==> config.mk <==
export PLATFORM = sky130hd
export DESIGN_NAME = alu_nibble_sequencer_flat
export DESIGN_NICKNAME = d
export VERILOG_FILES = /design/src/rtl/alu_nibble_sequencer_if.sv /design/src/rtl/alu_nibble_sequencer.sv /design/src/flat_wrapper.sv
export SDC_FILE = /design/constraint.sdc
export NUM_CORES = 1
export LEC_CHECK = 0
export ABC_AREA = 1
export CAP_MARGIN = 0
export CORE_MARGIN = 10
export CORE_UTILIZATION = 46
export CTS_BUF_LIST = sky130_fd_sc_hd__clkbuf_2 sky130_fd_sc_hd__clkbuf_4 sky130_fd_sc_hd__clkbuf_8
export DETAILED_ROUTE_END_ITERATION = 8
export PLACE_DENSITY = 0.95
export SYNTH_ARGS = -nofsm -noshare
export SYNTH_HDL_FRONTEND = slang
export SYNTH_SLANG_ARGS = --single-unit
==> constraint.sdc <==
create_clock -name clk -period 3.3 [get_ports clk]
set_clock_uncertainty 0.1 [all_clocks]
set_input_delay 0.33 -clock clk [delete_from_list [all_inputs] [get_ports clk]]
set_output_delay 0.33 -clock clk [all_outputs]
set_load 0.02 [all_outputs]
==> src/rtl/alu_nibble_sequencer_if.sv <==
`default_nettype none
// =============================================================================
// alu_nibble_sequencer_if : request, ALU control and ALU status bundle
// Revision: 1.0
// =============================================================================
interface alu_nibble_sequencer_if;
  logic       start;
  logic [2:0] op;
  logic       cf_in;
  logic       busy;
  logic       done;
  logic [1:0] drive_op;
  logic [2:0] bus_sel;
  logic       alu_op1_sel_bus;
  logic       alu_op2_sel_bus;
  logic       alu_sel_op2_neg;
  logic       alu_sel_op2_high;
  logic       alu_op_low;
  logic       alu_core_cf_in;
  logic [2:0] alu_core_rsv;
  logic       alu_parity_in;
  logic       alu_oe;
  logic       alu_core_cf_out;
  logic       alu_vf_out;
  logic       alu_parity_out;
  logic       alu_zero;
  logic       alu_sf_out;
  logic [5:0] flags;

  modport slave (
    input  start, op, cf_in,
    input  alu_core_cf_out, alu_vf_out, alu_parity_out, alu_zero, alu_sf_out,
    output busy, done, drive_op, bus_sel, alu_op1_sel_bus, alu_op2_sel_bus,
    output alu_sel_op2_neg, alu_sel_op2_high, alu_op_low, alu_core_cf_in,
    output alu_core_rsv, alu_parity_in, alu_oe, flags
  );

  modport master (
    output start, op, cf_in,
    output alu_core_cf_out, alu_vf_out, alu_parity_out, alu_zero, alu_sf_out,
    input  busy, done, drive_op, bus_sel, alu_op1_sel_bus, alu_op2_sel_bus,
    input  alu_sel_op2_neg, alu_sel_op2_high, alu_op_low, alu_core_cf_in,
    input  alu_core_rsv, alu_parity_in, alu_oe, flags
  );
endinterface
`default_nettype wire

==> src/rtl/alu_nibble_sequencer.sv <==
`default_nettype none
// =============================================================================
// alu_nibble_sequencer : sequences the nibble-serial 8-bit ALU through two passes
// Revision: 1.0
// =============================================================================
module alu_nibble_sequencer (
  input  logic                   clk,
  input  logic                   reset,
  alu_nibble_sequencer_if.slave  bus
);

  typedef enum logic [2:0] {
    S_IDLE  = 3'd0,
    S_LOAD1 = 3'd1,
    S_LOAD2 = 3'd2,
    S_LOW   = 3'd3,
    S_HIGH  = 3'd4,
    S_DONE  = 3'd5
  } state_t;

  localparam logic [2:0] c_OP_ADD = 3'd0;
  localparam logic [2:0] c_OP_ADC = 3'd1;
  localparam logic [2:0] c_OP_SUB = 3'd2;
  localparam logic [2:0] c_OP_SBC = 3'd3;
  localparam logic [2:0] c_OP_AND = 3'd4;
  localparam logic [2:0] c_OP_XOR = 3'd5;
  localparam logic [2:0] c_OP_OR  = 3'd6;
  localparam logic [2:0] c_OP_CP  = 3'd7;

  localparam logic [2:0] c_BUS_HIGHZ = 3'd0;
  localparam logic [2:0] c_BUS_RES   = 3'd3;
  localparam logic [2:0] c_BUS_SHIFT = 3'd4;

  state_t     state_q, state_d;
  logic [2:0] op_q, op_d;
  logic       cf_q, cf_d;
  logic       hc_q, hc_d;
  logic       pl_q, pl_d;
  logic       zl_q, zl_d;
  logic [5:0] flags_q, flags_d;

  logic       w_is_sub;
  logic       w_is_logic;
  logic [2:0] w_rsv;
  logic       w_cin;
  logic [5:0] w_flags;

  always_comb begin
    w_is_sub   = (op_q == c_OP_SUB) || (op_q == c_OP_SBC) || (op_q == c_OP_CP);
    w_is_logic = (op_q == c_OP_AND) || (op_q == c_OP_XOR) || (op_q == c_OP_OR);

    case (op_q)
      c_OP_AND: w_rsv = 3'b100;
      c_OP_XOR: w_rsv = 3'b001;
      c_OP_OR:  w_rsv = 3'b110;
      default:  w_rsv = 3'b000;
    endcase

    // Subtraction runs as A + ~B + 1, so borrow-in becomes inverted carry-in
    case (op_q)
      c_OP_ADC: w_cin = cf_q;
      c_OP_SUB: w_cin = 1'b1;
      c_OP_CP:  w_cin = 1'b1;
      c_OP_SBC: w_cin = ~cf_q;
      default:  w_cin = 1'b0;
    endcase

    // {S,Z,H,PV,N,C}; subtract flags report borrow, hence the inversions
    if (w_is_logic) begin
      w_flags = {bus.alu_sf_out, zl_q & bus.alu_zero, op_q == c_OP_AND,
                 bus.alu_parity_out, 1'b0, 1'b0};
    end else begin
      w_flags = {bus.alu_sf_out, zl_q & bus.alu_zero, hc_q ^ w_is_sub,
                 bus.alu_vf_out, w_is_sub, bus.alu_core_cf_out ^ w_is_sub};
    end
  end

  always_ff @(posedge clk) begin
    if (reset) begin
      state_q <= S_IDLE;
      op_q    <= 3'd0;
      cf_q    <= 1'b0;
      hc_q    <= 1'b0;
      pl_q    <= 1'b0;
      zl_q    <= 1'b0;
      flags_q <= 6'd0;
    end else begin
      state_q <= state_d;
      op_q    <= op_d;
      cf_q    <= cf_d;
      hc_q    <= hc_d;
      pl_q    <= pl_d;
      zl_q    <= zl_d;
      flags_q <= flags_d;
    end
  end

  always_comb begin
    state_d = state_q;
    op_d    = op_q;
    cf_d    = cf_q;
    hc_d    = hc_q;
    pl_d    = pl_q;
    zl_d    = zl_q;
    flags_d = flags_q;

    bus.busy             = (state_q != S_IDLE);
    bus.done             = 1'b0;
    bus.drive_op         = 2'b00;
    bus.bus_sel          = c_BUS_HIGHZ;
    bus.alu_op1_sel_bus  = 1'b0;
    bus.alu_op2_sel_bus  = 1'b0;
    bus.alu_sel_op2_neg  = 1'b0;
    bus.alu_sel_op2_high = 1'b0;
    bus.alu_op_low       = 1'b0;
    bus.alu_core_cf_in   = 1'b0;
    bus.alu_core_rsv     = 3'b000;
    bus.alu_parity_in    = 1'b0;
    bus.alu_oe           = 1'b0;

    case (state_q)
      S_IDLE: begin
        if (bus.start) begin
          op_d    = bus.op;
          cf_d    = bus.cf_in;
          state_d = S_LOAD1;
        end
      end
      S_LOAD1: begin
        bus.drive_op        = 2'b01;
        bus.bus_sel         = c_BUS_SHIFT;
        bus.alu_op1_sel_bus = 1'b1;
        state_d             = S_LOAD2;
      end
      S_LOAD2: begin
        bus.drive_op        = 2'b10;
        bus.bus_sel         = c_BUS_SHIFT;
        bus.alu_op2_sel_bus = 1'b1;
        state_d             = S_LOW;
      end
      S_LOW: begin
        bus.alu_op_low      = 1'b1;
        bus.alu_sel_op2_neg = w_is_sub;
        bus.alu_core_rsv    = w_rsv;
        bus.alu_core_cf_in  = w_cin;
        hc_d                = bus.alu_core_cf_out;
        pl_d                = bus.alu_parity_out;
        zl_d                = bus.alu_zero;
        state_d             = S_HIGH;
      end
      S_HIGH: begin
        bus.alu_sel_op2_high = 1'b1;
        bus.alu_sel_op2_neg  = w_is_sub;
        bus.alu_core_rsv     = w_rsv;
        bus.alu_core_cf_in   = hc_q;
        bus.alu_parity_in    = pl_q;
        flags_d              = w_flags;
        state_d              = S_DONE;
      end
      S_DONE: begin
        bus.done = 1'b1;
        // CP only updates flags; the result never reaches the external bus
        if (op_q != c_OP_CP) begin
          bus.bus_sel = c_BUS_RES;
          bus.alu_oe  = 1'b1;
        end
        state_d = S_IDLE;
      end
      default: state_d = S_IDLE;
    endcase
  end

  assign bus.flags = flags_q;

endmodule
`default_nettype wire

==> src/flat_wrapper.sv <==
// flat-port wrapper written by rule: the top's interface ports become plain ports
module alu_nibble_sequencer_flat 
  (clk, reset, bus_start, bus_op, bus_cf_in, bus_alu_core_cf_out, bus_alu_vf_out, bus_alu_parity_out, bus_alu_zero, bus_alu_sf_out, bus_busy, bus_done, bus_drive_op, bus_bus_sel, bus_alu_op1_sel_bus, bus_alu_op2_sel_bus, bus_alu_sel_op2_neg, bus_alu_sel_op2_high, bus_alu_op_low, bus_alu_core_cf_in, bus_alu_core_rsv, bus_alu_parity_in, bus_alu_oe, bus_flags);
  alu_nibble_sequencer_if bus_i ();
  input  logic clk;
  input  logic reset;
  input wire logic [$bits(bus_i.start)-1:0] bus_start;
  input wire logic [$bits(bus_i.op)-1:0] bus_op;
  input wire logic [$bits(bus_i.cf_in)-1:0] bus_cf_in;
  input wire logic [$bits(bus_i.alu_core_cf_out)-1:0] bus_alu_core_cf_out;
  input wire logic [$bits(bus_i.alu_vf_out)-1:0] bus_alu_vf_out;
  input wire logic [$bits(bus_i.alu_parity_out)-1:0] bus_alu_parity_out;
  input wire logic [$bits(bus_i.alu_zero)-1:0] bus_alu_zero;
  input wire logic [$bits(bus_i.alu_sf_out)-1:0] bus_alu_sf_out;
  output wire logic [$bits(bus_i.busy)-1:0] bus_busy;
  output wire logic [$bits(bus_i.done)-1:0] bus_done;
  output wire logic [$bits(bus_i.drive_op)-1:0] bus_drive_op;
  output wire logic [$bits(bus_i.bus_sel)-1:0] bus_bus_sel;
  output wire logic [$bits(bus_i.alu_op1_sel_bus)-1:0] bus_alu_op1_sel_bus;
  output wire logic [$bits(bus_i.alu_op2_sel_bus)-1:0] bus_alu_op2_sel_bus;
  output wire logic [$bits(bus_i.alu_sel_op2_neg)-1:0] bus_alu_sel_op2_neg;
  output wire logic [$bits(bus_i.alu_sel_op2_high)-1:0] bus_alu_sel_op2_high;
  output wire logic [$bits(bus_i.alu_op_low)-1:0] bus_alu_op_low;
  output wire logic [$bits(bus_i.alu_core_cf_in)-1:0] bus_alu_core_cf_in;
  output wire logic [$bits(bus_i.alu_core_rsv)-1:0] bus_alu_core_rsv;
  output wire logic [$bits(bus_i.alu_parity_in)-1:0] bus_alu_parity_in;
  output wire logic [$bits(bus_i.alu_oe)-1:0] bus_alu_oe;
  output wire logic [$bits(bus_i.flags)-1:0] bus_flags;
  assign bus_i.start = bus_start;
  assign bus_i.op = bus_op;
  assign bus_i.cf_in = bus_cf_in;
  assign bus_i.alu_core_cf_out = bus_alu_core_cf_out;
  assign bus_i.alu_vf_out = bus_alu_vf_out;
  assign bus_i.alu_parity_out = bus_alu_parity_out;
  assign bus_i.alu_zero = bus_alu_zero;
  assign bus_i.alu_sf_out = bus_alu_sf_out;
  assign bus_busy = bus_i.busy;
  assign bus_done = bus_i.done;
  assign bus_drive_op = bus_i.drive_op;
  assign bus_bus_sel = bus_i.bus_sel;
  assign bus_alu_op1_sel_bus = bus_i.alu_op1_sel_bus;
  assign bus_alu_op2_sel_bus = bus_i.alu_op2_sel_bus;
  assign bus_alu_sel_op2_neg = bus_i.alu_sel_op2_neg;
  assign bus_alu_sel_op2_high = bus_i.alu_sel_op2_high;
  assign bus_alu_op_low = bus_i.alu_op_low;
  assign bus_alu_core_cf_in = bus_i.alu_core_cf_in;
  assign bus_alu_core_rsv = bus_i.alu_core_rsv;
  assign bus_alu_parity_in = bus_i.alu_parity_in;
  assign bus_alu_oe = bus_i.alu_oe;
  assign bus_flags = bus_i.flags;
  alu_nibble_sequencer u_core (.clk(clk), .reset(reset), .bus(bus_i));
endmodule
* Word-level counts from Yosys, hierarchy flattened
Index checks and enable logic that the tools add are counted.
Operators by class: equality and inequality tests 14, mux-type cells 19, bitwise operators 4, reductions and logical operators 10
Operator list (number):
- equality test 3 bit, second input constant | 6
- one-hot mux 3 bit (5 select lines) | 1
- equality test 3 x 2 -> 1 bit, second input constant | 4
- two-way mux 1 bit | 9
- one-hot mux 3 bit (3 select lines) | 1
- equality test 3 x 1 -> 1 bit, second input constant | 2
- two-way mux 3 bit | 2
- one-hot mux 3 bit (2 select lines) | 1
- OR reduction 2 bit | 3
- logical OR 1 bit | 4
- two-way mux 4 bit | 1
- one-hot mux 2 bit (2 select lines) | 1
- logical NOT 3 bit | 1
- inequality test 3 bit, second input constant | 1
- one-hot mux 1 bit (3 select lines) | 1
- nonzero test 3 bit | 1
- two-way mux 2 bit | 1
- inequality test 2 bit, second input constant | 1
- one-hot mux 1 bit (2 select lines) | 1
- AND reduction 2 bit | 1
- bitwise XOR 1 bit | 2
- bitwise AND 1 bit | 1
- NOT 1 bit | 1
Word-level totals: register bits after elaboration 16, bits of input ports 12, logic and storage cells 54

* Logic depth before layout (Yosys ltp)
word-level depth 5, mapped depth 7, depth with buffers taken out 7

* Least setup slack after synthesis
No wires, ideal clock.
path kind flip-flop to output port, start reg u_core.state_q[2], end out bus_bus_sel[1], arrival 1.398 ns, data required time 2.870 ns, path slack 1.472 ns, cell stages (with the launch flop) 5, path through dfxtp_1 > buf_2 > inv_1 > nor3_1 > buf_4
On the way: longest elaborated chain between the ends 3, elaborated cells between the ends (all ways) 5, classes of those cells 3 x eq/ne; 1 x mux; 1 x reduce/logical
Ends and longest elaborated chain:
- start: declaration | line alu_nibble_sequencer.sv:34 | state_t state_q, state_d;
- start signal: assignment | line alu_nibble_sequencer.sv:88 | state_q <= state_d;
- equality test 3 x 1 -> 1 bit or equality test 3 x 2 -> 1 bit (tied branches) | line alu_nibble_sequencer.sv:121 | case (state_q)
- OR reduction 2 bit (no source line)
- one-hot mux 3 bit (2 select lines) (*) | line alu_nibble_sequencer.sv:121
- end: declaration | line flat_wrapper.sv:18 | output wire logic [$bits(bus_i.bus_sel)-1:0] bus_bus_sel;
Mark *: on every way between the ends. The rest lies on a longest branch, timed or not.

* Final worst setup path
start reg u_core.state_q[2], end out bus_alu_core_cf_in
On the way: longest elaborated chain between the ends 2, elaborated cells between the ends (all ways) 3, classes of those cells 2 x eq/ne; 1 x mux
Ends and longest elaborated chain:
- equality test 3 bit or equality test 3 x 2 -> 1 bit (tied branches) | line alu_nibble_sequencer.sv:121
- one-hot mux 1 bit (2 select lines) (*) | line alu_nibble_sequencer.sv:121
- end: declaration | line flat_wrapper.sv:24 | output wire logic [$bits(bus_i.alu_core_cf_in)-1:0] bus_alu_core_cf_in;
Marks and branches as above.

==> reports/qor.csv <==
metric,value,unit
status,"complete, no violations",
ys_seq_elements,16,
worst_pin_slew,0.3744,ns
die_area,3906,sq um
endpoint_kind,output pin,
cts_tree,done,
max_slew_margin,75.00,%
reg2reg_slack,1.91,ns
synthFlopType,dfxtp_1,
wl,2465,um
io-pin-count,36,
area_growth,45.78,%
pwr-share-comb,31.6,%
switching_share,33.81,%
yosysTopAreaCell,dfxtp_1,
path_class,flip-flop to output pin,
min_period_over_period,75.77,%
grt_pass1_wl,4160,um
hold_buffers,0,
cp.arrival,2.07,ns
seq_power_share,46.9,%
power.leakage,0.5393,nW
cp_max_fo,9,
startpoint_type,flip-flop,
start_util,48.12,%
hold_violations,0,
core,1727,sq um
p_switching,158.6,uW
synth_cells,132,
cts_root_buf,clkbuf_4,
regToRegEndpoint,u_core.bus.flags[4],
cts_htree_levels,1,
wl_per_cell,12.91,um
syn_area,830.8,sq um
cts_made_buffers,3,
final_antenna_net_count,0,
netlist_top_cells_area,"dfxtp_1 39%, nand2_1 14%, nor2_1 13%, inv_1 8.6%, o21ai_0 4.2%",
min_period,2.500,ns
power.total,469.2,uW
post_cts_resized,0,
synthArstFlopShare,0,%
viasPerCell,4.895,
peakVddDrop,196.1,uV
p_per_area,387.4,nW/um^2
nets,180,
internal_power,310.6,uW
required,2.87,ns
cts_setup_buffers,0,
cts_sinks,16,
utilization,70.14,%
finalSetupViolations,0,
cap_violations,0,
holdPathEnd,u_core.bus.flags[5],
power.share.clock,21.5,%
grt_max_degree,12,
place.gp.congestion,0.8933,
clock_latency,0.29,ns
clockBufferDepth,2,
reg2reg_depth,5,
vias,935,
synth_cell_types,19,
ys_seq_area_share,38.55,%
holdPathStages,2,
io_buffer_count,35,
grt_overflow,0,
setup_tns,0,ns
r2r_start,u_core.state_q[2],
final_layout_size_suffix_gt1_share,7.229,%
fmax,400.0,MHz
syn_nets,144,
synth_edf_count,0,
maxSlewViolCount,0,
ys_warn_count,0,
drtIter0Drc,37,
synth.top_cell.area_share,38.55,%
grt_pass1_vias,947,
antennaDiodeCount,0,
die_h,62.50,um
fp.dieW,62.50,um
antenna_found_initial,0,
rsz0062_at_grt,no,
drc_errors,0,
dr.pass1.iters,4,
avgSynthCellArea,6.294,sq um
clkSlewWorstSetupHoldPaths,0.09,ns
hp-class,flip-flop to flip-flop,
place_hpwl,1929,um
min_from,u_core.bus.flags[5],
grtUsageTotal,12.69,%
row_count,15,
## critical path: stages, from the launching register on
cell             delay (ns)
dfxtp_1                0.55
nand2_2                0.21
inv_2                  0.19
nand2_1                0.08
o21ai_0                0.10
clkdlybuf4s50_1        0.65
## cell usage after synthesis (2+ instances only)
library cell	number
nand2_1	32
inv_2	3
dfxtp_1	16
a21oi_1	6
nor2_1	29
o21ai_0	7
nand3_1	5
nor3_2	2
inv_1	19
nor3_1	3
buf_4	2
## power by group through the flow
stage          combinational (mW)  clock [mW]  sequential (mW)
2_1_floorplan              0.0864           0            0.223
3_3_place_gp                0.143           0            0.223
3_5_place_dp                0.147           0            0.224
4_1_cts                     0.148       0.103            0.219
5_1_grt                     0.164       0.112            0.222
6_report                    0.148       0.101            0.220
## final cells by class
type	instances	area, sq um
well taps	25	31.28
fillers	150	515.5
inverters	22	82.58
flip-flops and latches	16	320.3
clock buffers	3	22.52
multi-input cells	90	404.1
repair buffers	35	350.3
## layer usage
layer	vias up	part of all wire (%)	track usage, %
met1	409	40	13.43
met5	-	0	0
met2	52	46	19.49
met3	11	11	5.556
li1	463	-	-
met4	0	3.4	9.497
## worst max-delay path by stage
stage | depth (start not counted) | end | slack, ns | start
2_1_floorplan | 4 | bus_bus_sel[1] | 1.47 | u_core.state_q[2]
3_3_place_gp | 7 | bus_alu_core_cf_in | 1.20 | u_core.op_q[0]
3_5_place_dp | 5 | bus_alu_core_cf_in | 1.18 | u_core.state_q[2]
4_1_cts | 5 | bus_alu_core_cf_in | 0.84 | u_core.state_q[2]
5_1_grt | 7 | bus_alu_core_cf_in | 0.65 | u_core.op_q[0]
6_report | 5 | bus_alu_core_cf_in | 0.80 | u_core.state_q[2]
## flip-flops by register name, summed over array words and instances (netlist names)
name	count
u_core.bus.flags	6
u_core.cf_q	1
u_core.hc_q	1
u_core.op_q	3
u_core.pl_q	1
u_core.state_q	3
u_core.zl_q	1
## cell families (layout without fill, tap and decap cells)
| kind of cell | count (synthesis) | count (layout) | synth area share, % |
|---|---|---|---|
| compound gates | 14 | 14 | 8.735 |
| xor+xnor | 1 | 1 | 1.054 |
| buf+inv | 26 | 60 | 12.80 |
| flops | 16 | 16 | 38.55 |
| simple gates | 75 | 75 | 38.86 |
## cell usage in the layout, fill, tap and decap left out
| cell type | n |
|---|---|
| nor2_1 | 29 |
| a21oi_1 | 6 |
| clkdlybuf4s50_1 | 35 |
| dfxtp_1 | 16 |
| o21bai_1 | 1 |
| nor2_4 | 1 |
| nand2_1 | 32 |
| nand3_2 | 1 |
| inv_1 | 19 |
| inv_2 | 3 |
| nor3_2 | 2 |
| clkbuf_4 | 3 |
| nand2_2 | 1 |
| nor2_2 | 1 |
| nand3_1 | 5 |
| nor3_1 | 3 |
| xor2_1 | 1 |
| o21ai_0 | 7 |
## stage by stage
step | hold WS (ns) | instance area [sq um] | std cells | setup WS, ns
detailed placement | 0.3875 | 1189 | 188 | 1.178
CTS | 0.4047 | 1211 | 191 | 0.8427
finish | 0.4032 | 1211 | 191 | 0.7997
global route | 0.4303 | 1211 | 191 | 0.6511
global placement | 0.3689 | 1189 | 188 | 1.198
floorplan | 0.3024 | 830.8 | 132 | 1.472
Note: power is estimated with default switching activity, not from simulation.
